===== src/rtl/ddr_train_pkg.sv =====
// Shared definitions for the DQS lane trainer: FSM encodings, tap type, delay directions.
// Latency: n/a (declarations only).
// Backpressure: n/a.
package ddr_train_pkg;

    localparam int TAP_W_DEF = 8;
    typedef logic [TAP_W_DEF-1:0] tap_t;

    typedef logic [3:0] state_t;
    localparam state_t ST_IDLE    = 4'd0;
    localparam state_t ST_LOAD    = 4'd1;
    localparam state_t ST_CLEAR   = 4'd2;
    localparam state_t ST_SETTLE  = 4'd3;
    localparam state_t ST_SAMPLE  = 4'd4;
    localparam state_t ST_EVAL    = 4'd5;
    localparam state_t ST_STEP    = 4'd6;
    localparam state_t ST_RETREAT = 4'd7;
    localparam state_t ST_NEXT    = 4'd8;
    localparam state_t ST_DONE    = 4'd9;

    localparam logic DIR_INC = 1'b1;
    localparam logic DIR_DEC = 1'b0;

endpackage


===== src/rtl/ddr_dqs_lane_trainer_if.sv =====
// Sequencer/IOD-facing signal bundle of the DQS lane trainer.
// Latency: n/a (wiring only).
// Backpressure: none; START is a one-cycle request, all pulses are fire-and-forget.
interface ddr_dqs_lane_trainer_if #(
    parameter int NUM_LANES = 2,
    parameter int TAP_W     = 8
);
    logic                       START;
    logic                       BUSY;
    logic                       DONE;
    logic [NUM_LANES-1:0]       DELAY_LINE_LOAD;
    logic [NUM_LANES-1:0]       DELAY_LINE_MOVE;
    logic [NUM_LANES-1:0]       DELAY_LINE_DIRECTION;
    logic [NUM_LANES-1:0]       DELAY_LINE_OUT_OF_RANGE;
    logic [NUM_LANES-1:0]       EYE_MONITOR_CLEAR_FLAGS;
    logic [NUM_LANES-1:0]       EYE_MONITOR_EARLY;
    logic [NUM_LANES-1:0]       EYE_MONITOR_LATE;
    logic [NUM_LANES*TAP_W-1:0] TAP_OUT;
    logic [NUM_LANES-1:0]       LANE_FAIL;

    modport master (
        output START, DELAY_LINE_OUT_OF_RANGE, EYE_MONITOR_EARLY, EYE_MONITOR_LATE,
        input  BUSY, DONE, DELAY_LINE_LOAD, DELAY_LINE_MOVE, DELAY_LINE_DIRECTION,
               EYE_MONITOR_CLEAR_FLAGS, TAP_OUT, LANE_FAIL
    );

    modport slave (
        input  START, DELAY_LINE_OUT_OF_RANGE, EYE_MONITOR_EARLY, EYE_MONITOR_LATE,
        output BUSY, DONE, DELAY_LINE_LOAD, DELAY_LINE_MOVE, DELAY_LINE_DIRECTION,
               EYE_MONITOR_CLEAR_FLAGS, TAP_OUT, LANE_FAIL
    );
endinterface


===== src/rtl/ddr_eye_sampler.sv =====
// Settle/sample interval counter with a sticky dirty accumulator over the eye flag.
// Latency: done after SETTLE_CYCLES or SAMPLE_CYCLES cycles from the start cycle; clean valid the cycle after the last sample.
// Backpressure: none; a new start simply reloads the counter and abandons any interval in flight.
module ddr_eye_sampler #(
    parameter int SETTLE_CYCLES = 4,
    parameter int SAMPLE_CYCLES = 16
) (
    input  logic core_clk,
    input  logic arst_n,
    input  logic settle_start,
    input  logic sample_start,
    input  logic flag,
    output logic done,
    output logic clean
);
    localparam int MAX_CYC = (SETTLE_CYCLES > SAMPLE_CYCLES) ? SETTLE_CYCLES : SAMPLE_CYCLES;
    localparam int CNT_W   = (MAX_CYC > 1) ? $clog2(MAX_CYC) : 1;

    logic [CNT_W-1:0] cnt;
    logic             run;
    logic             sampling;
    logic             dirty;

    always_ff @(posedge core_clk or negedge arst_n) begin
        if (!arst_n) begin
            cnt      <= '0;
            run      <= 1'b0;
            sampling <= 1'b0;
            dirty    <= 1'b0;
        end else if (settle_start) begin
            cnt      <= CNT_W'(SETTLE_CYCLES - 1);
            run      <= 1'b1;
            sampling <= 1'b0;
        end else if (sample_start) begin
            cnt      <= CNT_W'(SAMPLE_CYCLES - 1);
            run      <= 1'b1;
            sampling <= 1'b1;
            dirty    <= 1'b0;
        end else if (run) begin
            // The final sample cycle still folds its flag in before clean is read.
            if (sampling) dirty <= dirty | flag;
            if (cnt == '0) run <= 1'b0;
            else           cnt <= cnt - 1'b1;
        end
    end

    assign done  = run && (cnt == '0);
    assign clean = !dirty;

endmodule


===== src/rtl/ddr_dqs_lane_trainer.sv =====
// Scans each DQS lane's delay taps upward, finds the first clean eye window and parks the lane at its centre.
// Latency: per tap 1+SETTLE_CYCLES+1+SAMPLE_CYCLES+1 cycles; LOAD pulse the cycle after an accepted START.
// Backpressure: none; START is ignored while BUSY, all outputs are registered one-cycle pulses or levels.
module ddr_dqs_lane_trainer
    import ddr_train_pkg::*;
#(
    parameter int NUM_LANES     = 2,
    parameter int TAP_W         = 8,
    parameter int SETTLE_CYCLES = 4,
    parameter int SAMPLE_CYCLES = 16
) (
    input  logic                  FAB_CLK,
    input  logic                  ARST_N,
    ddr_dqs_lane_trainer_if.slave lane_if
);
    localparam int                   LANE_W    = (NUM_LANES > 1) ? $clog2(NUM_LANES) : 1;
    localparam logic [TAP_W-1:0]     MAX_TAP   = '1;
    localparam logic [NUM_LANES-1:0] LANE0     = NUM_LANES'(1);
    localparam logic [LANE_W-1:0]    LAST_LANE = LANE_W'(NUM_LANES - 1);

    state_t                     state;
    logic [LANE_W-1:0]          lane;
    logic [TAP_W-1:0]           tap, win_lo, win_hi, centre;
    logic [TAP_W:0]             span_sum;
    logic                       found, gap, busy_q, done_q;
    logic [NUM_LANES-1:0]       load_q, move_q, dir_q, clr_q, fail_q, lane_mask;
    logic [NUM_LANES*TAP_W-1:0] tap_out_q;
    logic                       oor_hit, eye_flag, smp_done, smp_clean, fail_now;

    assign lane_mask = LANE0 << lane;
    assign oor_hit   = lane_if.DELAY_LINE_OUT_OF_RANGE[lane];
    assign eye_flag  = lane_if.EYE_MONITOR_EARLY[lane] | lane_if.EYE_MONITOR_LATE[lane];
    // Widened so a window ending at MAX_TAP cannot overflow before the halving.
    assign span_sum  = {1'b0, win_lo} + {1'b0, win_hi};
    assign centre    = TAP_W'(span_sum >> 1);

    always_comb begin
        fail_now = 1'b0;
        if ((state == ST_SETTLE || state == ST_SAMPLE || state == ST_STEP) && oor_hit)
            fail_now = 1'b1;
        else if (state == ST_EVAL && !smp_clean && !found && tap == MAX_TAP)
            fail_now = 1'b1;
    end

    ddr_eye_sampler #(
        .SETTLE_CYCLES (SETTLE_CYCLES),
        .SAMPLE_CYCLES (SAMPLE_CYCLES)
    ) u_sampler (
        .core_clk     (FAB_CLK),
        .arst_n       (ARST_N),
        .settle_start (state == ST_LOAD || state == ST_STEP),
        .sample_start (state == ST_CLEAR),
        .flag         (eye_flag),
        .done         (smp_done),
        .clean        (smp_clean)
    );

    always_ff @(posedge FAB_CLK or negedge ARST_N) begin
        if (!ARST_N) begin
            state     <= ST_IDLE;
            lane      <= '0;
            tap       <= '0;
            win_lo    <= '0;
            win_hi    <= '0;
            found     <= 1'b0;
            gap       <= 1'b0;
            busy_q    <= 1'b0;
            done_q    <= 1'b0;
            load_q    <= '0;
            move_q    <= '0;
            dir_q     <= '0;
            clr_q     <= '0;
            fail_q    <= '0;
            tap_out_q <= '0;
        end else begin
            load_q <= '0;
            move_q <= '0;
            clr_q  <= '0;
            if (fail_now) begin
                // Abandon the lane and return its delay line to a known tap.
                fail_q[lane]                          <= 1'b1;
                load_q                                <= lane_mask;
                tap_out_q[int'(lane)*TAP_W +: TAP_W] <= '0;
                state                                 <= ST_NEXT;
            end else begin
                case (state)
                    ST_IDLE, ST_DONE: if (lane_if.START) begin
                        lane      <= '0;
                        tap_out_q <= '0;
                        fail_q    <= '0;
                        busy_q    <= 1'b1;
                        done_q    <= 1'b0;
                        load_q    <= LANE0;
                        state     <= ST_LOAD;
                    end
                    ST_LOAD: begin
                        tap   <= '0;
                        found <= 1'b0;
                        state <= ST_SETTLE;
                    end
                    ST_SETTLE: if (smp_done) begin
                        clr_q <= lane_mask;
                        state <= ST_CLEAR;
                    end
                    ST_CLEAR:  state <= ST_SAMPLE;
                    ST_SAMPLE: if (smp_done) state <= ST_EVAL;
                    ST_EVAL: begin
                        if (smp_clean && !found) begin
                            win_lo <= tap;
                            found  <= 1'b1;
                        end
                        gap <= 1'b0;
                        if (found && !smp_clean) begin
                            win_hi <= tap - 1'b1;
                            state  <= ST_RETREAT;
                        end else if (smp_clean && tap == MAX_TAP) begin
                            win_hi <= MAX_TAP;
                            state  <= ST_RETREAT;
                        end else begin
                            move_q <= lane_mask;
                            dir_q  <= {NUM_LANES{DIR_INC}} & lane_mask;
                            state  <= ST_STEP;
                        end
                    end
                    ST_STEP: begin
                        tap   <= tap + 1'b1;
                        state <= ST_SETTLE;
                    end
                    ST_RETREAT: begin
                        // Alternate pulse/idle cycles so each down-move is a separate pulse.
                        if (gap) begin
                            gap <= 1'b0;
                        end else if (tap != centre) begin
                            move_q <= lane_mask;
                            dir_q  <= {NUM_LANES{DIR_DEC}} & lane_mask;
                            tap    <= tap - 1'b1;
                            gap    <= 1'b1;
                        end else begin
                            tap_out_q[int'(lane)*TAP_W +: TAP_W] <= centre;
                            state                                 <= ST_NEXT;
                        end
                    end
                    ST_NEXT: begin
                        if (lane == LAST_LANE) begin
                            busy_q <= 1'b0;
                            done_q <= 1'b1;
                            state  <= ST_DONE;
                        end else begin
                            lane   <= lane + 1'b1;
                            load_q <= LANE0 << (lane + 1'b1);
                            state  <= ST_LOAD;
                        end
                    end
                    default: state <= ST_IDLE;
                endcase
            end
        end
    end

    assign lane_if.BUSY                    = busy_q;
    assign lane_if.DONE                    = done_q;
    assign lane_if.DELAY_LINE_LOAD         = load_q;
    assign lane_if.DELAY_LINE_MOVE         = move_q;
    assign lane_if.DELAY_LINE_DIRECTION    = dir_q;
    assign lane_if.EYE_MONITOR_CLEAR_FLAGS = clr_q;
    assign lane_if.TAP_OUT                 = tap_out_q;
    assign lane_if.LANE_FAIL               = fail_q;

endmodule


===== src/flat_wrapper.sv =====
// flat-port wrapper written by rule: the top's interface ports become plain ports
module ddr_dqs_lane_trainer_flat import ddr_train_pkg::*;
#(
    parameter int NUM_LANES     = 2,
    parameter int TAP_W         = 8,
    parameter int SETTLE_CYCLES = 4,
    parameter int SAMPLE_CYCLES = 16
)
  (FAB_CLK, ARST_N, lane_if_START, lane_if_DELAY_LINE_OUT_OF_RANGE, lane_if_EYE_MONITOR_EARLY, lane_if_EYE_MONITOR_LATE, lane_if_BUSY, lane_if_DONE, lane_if_DELAY_LINE_LOAD, lane_if_DELAY_LINE_MOVE, lane_if_DELAY_LINE_DIRECTION, lane_if_EYE_MONITOR_CLEAR_FLAGS, lane_if_TAP_OUT, lane_if_LANE_FAIL);
  ddr_dqs_lane_trainer_if #(.NUM_LANES(NUM_LANES), .TAP_W(TAP_W)) lane_if_i ();
  input  logic FAB_CLK;
  input  logic ARST_N;
  input wire logic [$bits(lane_if_i.START)-1:0] lane_if_START;
  input wire logic [$bits(lane_if_i.DELAY_LINE_OUT_OF_RANGE)-1:0] lane_if_DELAY_LINE_OUT_OF_RANGE;
  input wire logic [$bits(lane_if_i.EYE_MONITOR_EARLY)-1:0] lane_if_EYE_MONITOR_EARLY;
  input wire logic [$bits(lane_if_i.EYE_MONITOR_LATE)-1:0] lane_if_EYE_MONITOR_LATE;
  output wire logic [$bits(lane_if_i.BUSY)-1:0] lane_if_BUSY;
  output wire logic [$bits(lane_if_i.DONE)-1:0] lane_if_DONE;
  output wire logic [$bits(lane_if_i.DELAY_LINE_LOAD)-1:0] lane_if_DELAY_LINE_LOAD;
  output wire logic [$bits(lane_if_i.DELAY_LINE_MOVE)-1:0] lane_if_DELAY_LINE_MOVE;
  output wire logic [$bits(lane_if_i.DELAY_LINE_DIRECTION)-1:0] lane_if_DELAY_LINE_DIRECTION;
  output wire logic [$bits(lane_if_i.EYE_MONITOR_CLEAR_FLAGS)-1:0] lane_if_EYE_MONITOR_CLEAR_FLAGS;
  output wire logic [$bits(lane_if_i.TAP_OUT)-1:0] lane_if_TAP_OUT;
  output wire logic [$bits(lane_if_i.LANE_FAIL)-1:0] lane_if_LANE_FAIL;
  assign lane_if_i.START = lane_if_START;
  assign lane_if_i.DELAY_LINE_OUT_OF_RANGE = lane_if_DELAY_LINE_OUT_OF_RANGE;
  assign lane_if_i.EYE_MONITOR_EARLY = lane_if_EYE_MONITOR_EARLY;
  assign lane_if_i.EYE_MONITOR_LATE = lane_if_EYE_MONITOR_LATE;
  assign lane_if_BUSY = lane_if_i.BUSY;
  assign lane_if_DONE = lane_if_i.DONE;
  assign lane_if_DELAY_LINE_LOAD = lane_if_i.DELAY_LINE_LOAD;
  assign lane_if_DELAY_LINE_MOVE = lane_if_i.DELAY_LINE_MOVE;
  assign lane_if_DELAY_LINE_DIRECTION = lane_if_i.DELAY_LINE_DIRECTION;
  assign lane_if_EYE_MONITOR_CLEAR_FLAGS = lane_if_i.EYE_MONITOR_CLEAR_FLAGS;
  assign lane_if_TAP_OUT = lane_if_i.TAP_OUT;
  assign lane_if_LANE_FAIL = lane_if_i.LANE_FAIL;
  ddr_dqs_lane_trainer #(.NUM_LANES(NUM_LANES), .TAP_W(TAP_W), .SETTLE_CYCLES(SETTLE_CYCLES), .SAMPLE_CYCLES(SAMPLE_CYCLES)) u_core (.FAB_CLK(FAB_CLK), .ARST_N(ARST_N), .lane_if(lane_if_i));
endmodule

===== config.mk =====
export PLATFORM = sky130hd
export DESIGN_NAME = ddr_dqs_lane_trainer_flat
export DESIGN_NICKNAME = d
export VERILOG_FILES = /design/src/rtl/ddr_train_pkg.sv /design/src/rtl/ddr_dqs_lane_trainer_if.sv /design/src/rtl/ddr_eye_sampler.sv /design/src/rtl/ddr_dqs_lane_trainer.sv /design/src/flat_wrapper.sv
export SDC_FILE = /design/constraint.sdc
export NUM_CORES = 1
export LEC_CHECK = 0
export CORE_MARGIN = 2
export CORE_UTILIZATION = 50
export DETAILED_ROUTE_END_ITERATION = 16
export PLACE_DENSITY_LB_ADDON = 0.08
export SLEW_MARGIN = 20
export SYNTH_ARGS = -nofsm -noshare
export SYNTH_HDL_FRONTEND = slang
export SYNTH_SLANG_ARGS = --single-unit

===== constraint.sdc =====
create_clock -name FAB_CLK -period 5.15 [get_ports FAB_CLK]
set_clock_uncertainty 0.2 [all_clocks]
set_input_delay 0.7725 -clock FAB_CLK [delete_from_list [all_inputs] [get_ports FAB_CLK]]
set_output_delay 0.7725 -clock FAB_CLK [all_outputs]
set_load 0.05 [all_outputs]

# Word level (Yosys, flattened, before mapping)
# Cells that the tools add are included.
# Widths: inputs -> output; s select.
dict set report classes {
  n_eq_ne 24
  n_addsub 6
  bitwise 5
  n_mux 79
  shift 5
  n_reduce_logical 43
  n_lt_le_gt_ge 2
}
# operator n
set ops {}
lappend ops {{$mux 16} 4}
lappend ops {{$mux 4} 12}
lappend ops {{$mux 2} 17}
lappend ops {{$neg 4->33} 1}
lappend ops {{$shift 8x33->16 const A} 1}
lappend ops {{$shiftx 8x33->16} 1}
lappend ops {{$shiftx 8x33->16 const A} 1}
lappend ops {{$bwmux 16} 2}
lappend ops {{$mux 8} 4}
lappend ops {{$pmux 16 s2} 1}
lappend ops {{$pmux 4 s8} 1}
lappend ops {{$mux 1} 28}
lappend ops {{$pmux 8 s3} 1}
lappend ops {{$reduce_bool 2->1} 9}
lappend ops {{$eq 4x3->1 const B} 4}
lappend ops {{$reduce_and 3->1} 5}
lappend ops {{$pmux 2 s2} 3}
lappend ops {{$reduce_and 4->1} 3}
lappend ops {{$ne 2x2->1 const B} 5}
lappend ops {{$pmux 1 s2} 5}
lappend ops {{$add 8x8->9} 1}
lappend ops {{$logic_and 1x1->1} 9}
lappend ops {{$reduce_bool 3->1} 3}
lappend ops {{$add 8x1->8 const B} 1}
lappend ops {{other kinds (26)} 42}
dict set report word_totals {
  input_bits 9
  wordCells 183
  reg_bits 66
}

# Depth between registers and ports, before layout
# Gate-level depths: netlist of the first run.
dict set report logic_depth {
  depth_word 8
  depth_mapped 11
}

# By module
# From an unflattened synthesis of the first run, not the netlist that was laid out.
dict set report hier_totals {
  cells_unflattened 416
  hier_area_um2 3902.5
}
# mod cells_each seq_area_each_um2 area_per_inst_um2 n_inst
set modules_own_cells {}
lappend modules_own_cells {ddr_dqs_lane_trainer 380 1476.4 3547.2 1}
lappend modules_own_cells {ddr_eye_sampler 36 175.2 355.3 1}

# Worst setup path after synthesis of the first run
# No wires, ideal clock.
dict set report synth_timing {
  path_type {register to register}
  startpoint {register u_core.win_hi[0]}
  endpoint {register u_core.tap_out_q[10] (netlist: u_core.lane_if.TAP_OUT[10])}
  t_arrival_ns 2.788
  synth_period_minus_slack_ns 3.113
  t_required_ns 4.825
  setup_ns 0.125
  setup_slack_ns 2.037
  path_stages_with_launch 11
  cell_sequence {dfrtp_1 nand2_1 fa_1 nand2b_1 a211o_1 a311o_1 a21oi_1 nor4b_4 a21o_2 buf_4 mux2_2}
}
dict set report synth_between {
  elab_chain_len 7
  elab_cells_between_ends 10
  cone_classes {add/sub (1); eq/ne (2); shift (1); mux (5); reduce/logical (1)}
}
# item line
set synth_lines {}
lappend synth_lines {{start: declaration} ddr_dqs_lane_trainer.sv:23} ;# logic [TAP_W-1:0] tap, win_lo, win_hi, centre;
lappend synth_lines {{start signal: assignment} ddr_dqs_lane_trainer.sv:114} ;# win_hi <= tap - 1'b1;
lappend synth_lines {{$add 8x8->9 *} ddr_dqs_lane_trainer.sv:34} ;# assign span_sum = {1'b0, win_lo} + {1'b0, win_hi};
lappend synth_lines {{$shiftx 8x33->16} ddr_dqs_lane_trainer.sv:139} ;# tap_out_q[int'(lane)*TAP_W +: TAP_W] <= centre;
lappend synth_lines {{$bwmux 16} ddr_dqs_lane_trainer.sv:139}
lappend synth_lines {{$mux 16} ddr_dqs_lane_trainer.sv:133} ;# end else if (tap != centre) begin
lappend synth_lines {{$mux 16} ddr_dqs_lane_trainer.sv:131} ;# if (gap) begin
lappend synth_lines {{$pmux 16 s2} ddr_dqs_lane_trainer.sv:86} ;# case (state)
lappend synth_lines {{$mux 16} ddr_dqs_lane_trainer.sv:79} ;# if (fail_now) begin
lappend synth_lines {{end signal: indexed assignment} ddr_dqs_lane_trainer.sv:139}
lappend synth_lines {{end: declaration} ddr_dqs_lane_trainer.sv:27} ;# logic [NUM_LANES*TAP_W-1:0] tap_out_q;
# Every way passes the cells marked *; elsewhere a longest branch is shown, timed or not. The select of a mux whose other input is x is not followed.
# A chain may end at the register's enable or synchronous reset.

# Worst setup path after layout of the first run
dict set report layout_timing {
  startpoint {register u_core.win_hi[0]}
  endpoint {register u_core.tap_out_q[2] (netlist: u_core.lane_if.TAP_OUT[2])}
}
# Same word-level chain as after synthesis.

==> impl_metrics.ini, run 1 <==
[outcome]
outcome = complete, no violations

[finish]
area_delta_synth_final_pct = 15.4
final_common_cell = dfrtp_1
antenna_cells = 0
n_fill_cell = 635
nets = 455
post-route-util_pct = 60.1
final_cell_mix = dfrtp_1, nor2_1, nand2_1
drive_above_1_share_pct = 10.5

[grt]
grt-ovfl-total = 0
track_usage_pct = 21.9
grt_pass1_vias = 2890
grt_first_pass_wirelength_mm = 14.4
grt_antenna_before_repair = 0
grt_max_degree = 67

[logic_synthesis]
synth_edf_count = 0
synthArstFlopShare_pct = 100
syn_nets = 432
yosys-top-cells-area = dfrtp_1, nor2_1, a21oi_1
synth.top_cell.area_share_pct = 43.2
syn_avg_cell_area_um2 = 9.27
ys_seq_area_share_pct = 43.2
yosys_warnings = 0
ys.flop_type = dfrtp_1
syn_area_mm2 = 0.00382
synth_cell_types = 62
yosysTopAreaCell = dfrtp_1
synthCells = 412
ys_ff_latch = 66

[critical_path]
cp_data_arrival_time_ns = 3.50
reg2reg_depth = 9
crit_type = reg -> reg
max_stage_delay_ns = 0.54
cp-end-kind = register
reg2reg_setup_slack_ns = 1.71
worstPathRequired_ns = 5.21
worst_setup_path_start_kind = register
critPathSlowestCell = nor4b_4
path_max_fanout = 16
r2r-end = u_core.lane_if.TAP_OUT[2]
path_cells = nand2_1, fa_1, nand2b_1, a211o_1, a311o_1, a21oi_1, nor4b_4, a31oi_2, o31ai_1
r2r-start = u_core.win_hi[0]

[power]
pwr-share-seq_pct = 31.1
powerDensity_mw_per_mm2 = 673
power_mw = 2.97
swShare_pct = 45.8
ir_drop_uv = 252
p_int_mw = 1.61
p_sw_mw = 1.36
leakagePower_nw = 1.90
pwr-share-comb_pct = 50.5
pwr-share-clk_pct = 18.5

[timing]
tightest_slew_ns = 0.937
post-route-min-period_ns = 3.44
hold_viol_final = 0
holdWs_ns = 0.278
slew_headroom_pct = 37.3
rsz0062_at_grt = no
maxSlewViolCount = 0
setup_viol = 0
max_freq_mhz = 291
timing.setup.tns_ns = 0
post-route-period-util_pct = 66.8

[min_path]
whs_path_depth = 2
min_from = u_core.lane_if.TAP_OUT[7]
whs_endpoint = u_core.lane_if.TAP_OUT[7]
hp-class = reg -> reg

[floorplanning]
fp.dieH_um = 91.4
die_width_um = 91.4
fp.dieArea_mm2 = 0.00835
floorplan.core_area_mm2 = 0.00733
io_pins = 37
fp-row-count = 31
start_util_pct = 52.1

[cts]
cts.clk_slew.worst_paths_ns = 0.08
cts_buffer_depth = 2
cts.htree.levels = 3
numCtsBuffers = 9
cts_setup_buffers = 0
cts_tree = built
cts_sinks = 66
cts-hold-fix-buffers = 0
cts_resized = 0
clock_latency_ns = 0.36
cts_root_buffer = clkbuf_8

[drt]
drc_errors = 0
drt_wl_total_mm = 8.38
ant_nets = 0
drt-initial-drc-count = 233
firstDrtPassIters = 4
post_drt_wl_per_cell_um = 15.5
vias = 3064
viasPerCell = 5.68

[flow_run]
cap_violations = 0

[placed_design]
numPortBuffers = 36
dpl.hpwl_mm = 6.06
place_congestion = 0.830
==> power groups by stage <==
stage          registers (mW)  clock network [mW]  logic [mW]
6_report                0.922               0.548        1.50
4_1_cts                 0.917               0.559        1.51
2_1_floorplan           0.931                   0        1.20
5_1_grt                 0.956               0.585        1.67
3_3_place_gp            0.924                   0        1.48
3_5_place_dp            0.928                   0        1.50
==> per-stage QoR <==
stage                     instances  worst slack [ns]  area [um2]
final                           539              1.71        4410
after global routing            539              1.48        4410
after CTS                       539              1.72        4410
after detailed placement        523              1.71        4160
after global placement          523              1.78        4160
after floorplan                 412              2.04        3820
==> state kept, by name, summed over array words and instances, names as in the netlist <==
signal / count
u_core.u_sampler.dirty: 1
u_core.lane_if.DELAY_LINE_MOVE: 2
u_core.u_sampler.sampling: 1
u_core.state: 4
u_core.lane_if.EYE_MONITOR_CLEAR_FLAGS: 2
u_core.lane_if.LANE_FAIL: 2
u_core.u_sampler.run: 1
u_core.tap: 8
u_core.win_lo: 8
u_core.lane_if.DELAY_LINE_LOAD: 2
u_core.lane: 1
u_core.lane_if.DONE: 1
u_core.lane_if.BUSY: 1
u_core.u_sampler.cnt: 4
u_core.found: 1
u_core.lane_if.TAP_OUT: 16
u_core.lane_if.DELAY_LINE_DIRECTION: 2
u_core.win_hi: 8
u_core.gap: 1
==> per-layer routing <==
layer / wire length (um) / up-vias / GRT usage, %
met5: 0 / - / 0
met3: 328 / 12 / 5.31
met1: 3940 / 1487 / 29.9
met4: 136 / 0 / 8.46
li1: - / 1502 / -
met2: 3970 / 63 / 33.8
==> area by class of cell <==
class | count | area (um2) | share of cell area, %
clock inverter | 7 | 125 | 2.84
sequential | 66 | 1650 | 37.5
tap | 99 | 124 | 2.81
clock buffer | 9 | 124 | 2.81
timing repair buffer | 37 | 363 | 8.23
inverter | 12 | 45.0 | 1.02
multi-input combinational | 309 | 1970 | 44.8
==> synthesized netlist by cell type (4+ instances only) <==
cell and count:
dfrtp_1 66, nor2_1 50, nand2_1 42, a21oi_1 36, o21ai_0 16, xnor2_1 16
a31oi_1 14, mux2_2 14, clkbuf_1 12, inv_1 12, ha_1 10, nand3_1 10
xor2_1 10, nor3_1 9, nand2b_1 7, o31ai_1 7, and2_1 4, and3_1 4
mux2i_1 4, nor4_1 4
==> cells by family after synthesis <==
family,Yosys count,synth area share (%)
xor+xnor,26,5.96
compound gates,107,18.4
buf+inv,37,5.08
flops,66,43.2
fa+ha+maj,11,3.80
mux,18,5.18
simple gates,147,18.3
==> worst max path at each step <==
stage                startpoint                          to  slack (ns)  cells after the start
6_report       u_core.win_hi[0]   u_core.lane_if.TAP_OUT[2]        1.71                      9
5_1_grt         u_core.state[0]   u_core.lane_if.TAP_OUT[5]        1.48                      7
4_1_cts        u_core.win_hi[0]   u_core.lane_if.TAP_OUT[2]        1.72                      9
3_5_place_dp   u_core.win_hi[0]   u_core.lane_if.TAP_OUT[2]        1.71                      9
3_3_place_gp   u_core.win_hi[0]   u_core.lane_if.TAP_OUT[7]        1.78                      9
2_1_floorplan  u_core.win_hi[0]  u_core.lane_if.TAP_OUT[10]        2.04                     10
==> critical path, delay by kind of cell (launching register included) <==
kind                       cells  cell delay [ns]
DFF                            1             0.38
AOI/OAI and AO/OA              5             1.51
adders and majority gates      1             0.45
and+or+nand+nor                3             0.79
(Power assumes the default switching activity.)
==> inputs of run 2 (changes only) <==
==> constraint.sdc (replaced) <==
create_clock -name FAB_CLK -period 3.4 [get_ports FAB_CLK]
set_clock_uncertainty 0.2 [all_clocks]
set_input_delay 0.51 -clock FAB_CLK [delete_from_list [all_inputs] [get_ports FAB_CLK]]
set_output_delay 0.51 -clock FAB_CLK [all_outputs]
set_load 0.05 [all_outputs]
==> impl_metrics.ini, run 2 (synthesis results as in run 1) <==
[drt]
ant_nets = 0
viasPerCell = 5.65
vias = 3137
drt-initial-drc-count = 150
post_drt_wl_per_cell_um = 15.4
drt_wl_total_mm = 8.55
drc_errors = 0
firstDrtPassIters = 4

[timing]
max_freq_mhz = 312
setup_viol = 0
post-route-period-util_pct = 94.2
slew_headroom_pct = 44.7
holdWs_ns = 0.117
tightest_slew_ns = 0.830
maxSlewViolCount = 0
worst_slack_ns = 0.196
post-route-min-period_ns = 3.20
hold_viol_final = 0

[power]
leakagePower_nw = 1.98
pwr-share-comb_pct = 55.2
swShare_pct = 45.7
powerDensity_mw_per_mm2 = 1010
p_int_mw = 2.48
p_sw_mw = 2.09
ir_drop_uv = 474
pwr-share-clk_pct = 16.4
pwr-share-seq_pct = 28.4

[finish]
largest_reg_flops = 16
antenna_cells = 0
nets = 471
final_cell_mix = dfrtp_1, nor2_1, nand2_1
post-route-util_pct = 61.4
fin_cells = 555
finish.instance_area_mm2 = 0.00450
area_delta_synth_final_pct = 17.9
final_common_cell = dfrtp_1
drive_above_1_share_pct = 13.6

[min_path]
hp-class = in -> async

[placed_design]
dpl_cell_area_mm2 = 0.00427
numPortBuffers = 36
place_congestion = 0.841
dp.cells = 538
place_ws_ns = 0.0343
dpl.hpwl_mm = 6.25

[critical_path]
cp-end-kind = register
r2r-start = u_core.win_hi[0]
worst_setup_path_start_kind = register
reg2reg_depth = 10
r2r-end = u_core.lane_if.TAP_OUT[10]
path_max_fanout = 8
crit_type = reg -> reg
endpoint = u_core.lane_if.TAP_OUT[10]
crit_start = u_core.win_hi[0]
worstPathRequired_ns = 3.44
cp_data_arrival_time_ns = 3.24
reg2reg_setup_slack_ns = 0.20

[floorplanning]
start_util_pct = 52.1
io_pins = 37
floorplan.core_area_mm2 = 0.00733
fp.dieArea_mm2 = 0.00835
fp-row-count = 31
die_width_um = 91.4
fp.dieH_um = 91.4

[grt]
grt-ovfl-total = 0
grt_max_degree = 67
grt_first_pass_wirelength_mm = 15.0
track_usage_pct = 22.3
grt_pass1_vias = 3138
grt_antenna_before_repair = 0

[cts]
numCtsBuffers = 9
cts_root_buffer = clkbuf_8
cts_sinks = 66
cts.clk_slew.worst_paths_ns = 0.08
cts_tree = built
clock_latency_ns = 0.35
cts_buffer_depth = 2
cts.htree.levels = 3

[flow_run]
cap_violations = 0

[outcome]
outcome = complete, no violations
-- run 2: changes by cell type in the layout (fill, tap and decap cells not counted), sizes merged --
| cell | before | now |
|---|---|---|
| buf | 2 | 18 |
| inv | 14 | 13 |
| clkinv | 2 | 4 |
| bufinv | 3 | 2 |
-- run 2: critical path: stages (launching register included) --
cell,delay (ns)
dfrtp_1,0.38
nand2_1,0.09
fa_1,0.47
nand2b_1,0.18
a211o_1,0.32
a311o_1,0.33
a21oi_1,0.13
nor4b_4,0.20
buf_4,0.20
a21o_2,0.24
mux2_2,0.36
-- run 2: per-layer routing --
metal  track usage, %  share of wire, %
met1             28.8                46
met5                0                 0
met4             7.83               1.4
met3             3.32               3.0
met2             37.9                50
-- run 2: how the worst min path moves through the flow --
stage	startpoint	endpoint	slack [ns]	depth (start not counted)
after global placement	u_core.lane_if.TAP_OUT[4]	u_core.lane_if.TAP_OUT[4]	0.26	2
final	ARST_N	u_core.win_lo[2]	0.12	2
after CTS	ARST_N	u_core.win_lo[2]	0.17	2
after global routing	ARST_N	u_core.lane_if.TAP_OUT[2]	0.22	2
after detailed placement	u_core.lane_if.TAP_OUT[7]	u_core.lane_if.TAP_OUT[7]	0.27	2
after floorplan	ARST_N	u_core.found	0.01	0
-- run 2: layout make-up --
cell class	count	area (um2)
multi-input combinational	309	1970
clock buffer	9	124
clock inverter	7	103
sequential	66	1650
inverter	12	45.0
tap	99	124
fill	628	2830
timing repair buffer	53	483
-- run 2: power by group through the flow --
stage	Sequential [mW]	Clock [mW]	Combinational, mW
2_1_floorplan	1.41	0	1.82
3_3_place_gp	1.30	0	2.47
3_5_place_dp	1.31	0	2.50
4_1_cts	1.29	0.762	2.51
5_1_grt	1.34	0.798	2.80
6_report	1.30	0.748	2.52
-- run 2: timing repair --
item                                    CTS  global route
resized for setup                         0             0
setup buffers                             0             1
hold buffers                              0             0
endpoints found under the setup margin    0            23
-- run 2: metrics by stage --
step,TNS [ns],total power [mW]
final,0,4.56
after global routing,-0.00171,4.94
after CTS,0,4.57
after detailed placement,0,3.81
after global placement,0,3.78
after floorplan,0,3.23
==> inputs of run 3 (changes only) <==
--- a/config.mk
+++ b/config.mk
@@ -8,7 +8,7 @@
 export CORE_MARGIN = 2
 export CORE_UTILIZATION = 50
 export DETAILED_ROUTE_END_ITERATION = 16
-export PLACE_DENSITY_LB_ADDON = 0.08
+export PLACE_DENSITY = 0.8
 export SLEW_MARGIN = 20
 export SYNTH_ARGS = -nofsm -noshare
 export SYNTH_HDL_FRONTEND = slang
==> constraint.sdc (replaced) <==
create_clock -name FAB_CLK -period 3.4 [get_ports FAB_CLK]
set_clock_uncertainty 0.2 [all_clocks]
set_input_delay 0.68 -clock FAB_CLK [delete_from_list [all_inputs] [get_ports FAB_CLK]]
set_output_delay 0.68 -clock FAB_CLK [all_outputs]
set_load 0.05 [all_outputs]
==> impl_metrics.ini, run 3 (synthesis results as in run 1) <==
[placed_design]
numPortBuffers = 36
dpl.hpwl_mm = 6.10
dp.cells = 531
place_congestion = 0.853

[cts]
numCtsBuffers = 9
cts_sinks = 66
cts_resized = 0
cts.clk_slew.worst_paths_ns = 0.07
clock_latency_ns = 0.34
cts.htree.levels = 3
cts_root_buffer = clkbuf_8
cts_buffer_depth = 2
cts_setup_buffers = 0
cts_tree = built
cts-hold-fix-buffers = 0

[drt]
drc_errors = 0
drt_wl_total_mm = 8.39
drt-initial-drc-count = 204
viasPerCell = 5.67
firstDrtPassIters = 5
ant_nets = 0
vias = 3099
post_drt_wl_per_cell_um = 15.3

[floorplanning]
die_width_um = 91.4
fp.dieH_um = 91.4
floorplan.core_area_mm2 = 0.00733
io_pins = 37
start_util_pct = 52.1
fp-row-count = 31
fp.dieArea_mm2 = 0.00835

[critical_path]
crit_start = u_core.win_lo[0]
path_max_fanout = 6
path_depth = 11
cp_data_arrival_time_ns = 3.30
path_buf_inv = 1
r2r-start = u_core.win_lo[0]
worstPathRequired_ns = 3.43
crit_type = reg -> reg
worst_setup_path_start_kind = register
path_cells = nand2_1, fa_1, nand2b_1, a211o_1, a311o_1, a21oi_1, nor4b_4, buf_4, o31ai_4, and2_4, a32o_1
max_stage_delay_ns = 0.46
crit_family = compound AO/OA/AOI/OAI gates
cp-end-kind = register
critPathSlowestCell = fa_1
reg2reg_depth = 11

[finish]
drive_above_1_share_pct = 12.1
fin_cells = 547
final_common_cell = dfrtp_1
final_cell_mix = dfrtp_1, nor2_1, nand2_1
antenna_cells = 0
nets = 463
area_delta_synth_final_pct = 16.4
largest_reg_flops = 16

[grt]
grt_pass1_vias = 3011
track_usage_pct = 21.1
grt_first_pass_wirelength_mm = 14.3
grt_max_degree = 67
grt-ovfl-total = 0
grt_antenna_before_repair = 0

[timing]
timing.setup.tns_ns = 0
hold_viol_final = 0
setup_viol = 0
max_freq_mhz = 306
tightest_slew_ns = 0.815
maxSlewViolCount = 0
post-route-min-period_ns = 3.27
slew_headroom_pct = 45.6
rsz0062_at_grt = no
post-route-period-util_pct = 96.2

[flow_run]
cap_violations = 0

[power]
leakagePower_nw = 1.93
ir_drop_uv = 547
powerDensity_mw_per_mm2 = 1010

[min_path]
whs_path_depth = 2
hp-class = reg -> reg
min_from = u_core.lane_if.TAP_OUT[7]

[outcome]
outcome = complete, no violations
==> run 3: cell types whose count changed in the layout (fill, tap and decap cells not counted), sizes merged <==
cell      previous run  this run
inv                 13        12
clkinvlp             0         1
buf                 18        10
clkbuf               9        10
clkinv               4         3
==> run 3: final cells by class <==
type	instances	area, um2
Timing Repair Buffer	45	423
Inverter	12	45.0
Tap cell	99	124
Fill cell	621	2890
Sequential cell	66	1650
Clock buffer	10	138
Clock inverter	6	90.1
Multi-Input combinational cell	309	1970
==> run 3: layer usage <==
layer / wire, um / global-route usage (%)
met5: 0 / 0
met4: 45 / 5.43
met3: 382 / 4.56
met2: 4280 / 36.3
met1: 3690 / 27.0
==> run 3: worst paths after layout <==
check	end	slack [ns]
setup reg to reg	u_core.tap[3]	0.13
max in group asynchronous	u_core.lane_if.EYE_MONITOR_CLEAR_FLAGS[1]	2.16
hold / removal	u_core.lane_if.TAP_OUT[7]	0.28
setup / recovery	u_core.tap[3]	0.13
hold reg to reg	u_core.lane_if.TAP_OUT[7]	0.28
min in group asynchronous	u_core.lane_if.TAP_OUT[3]	0.32
==> run 3: power by group <==
group	internal, mW	leakage, nW	switching, mW
Combinational	0.962	0.952	1.46
Sequential	1.04	0.868	0.303
Clock	0.434	0.112	0.306
==> run 3: metrics by stage <==
| stage | hold WS (ns) | worst slack, ns | cell area (um2) | utilization, % | total power, mW |
|---|---|---|---|---|---|
| 2_1_floorplan | 0.184 | 0.287 | 3820 | - | 3.23 |
| 3_3_place_gp | 0.260 | 0.251 | 4220 | 57.5 | 3.67 |
| 3_5_place_dp | 0.267 | 0.165 | 4220 | 57.5 | 3.74 |
| 4_1_cts | 0.284 | 0.136 | 4450 | 60.6 | 4.49 |
| 5_1_grt | 0.310 | 0.00318 | 4450 | 60.6 | 4.82 |
| 6_report | 0.280 | 0.128 | 4450 | 60.6 | 4.50 |
==> run 3: tightest hold or removal path: cells and delay by family, from the launching register on <==
kind               cells  cell delay [ns]
AOI/OAI and AO/OA      1             0.05
DFF                    1             0.35
and+or+nand+nor        1             0.05
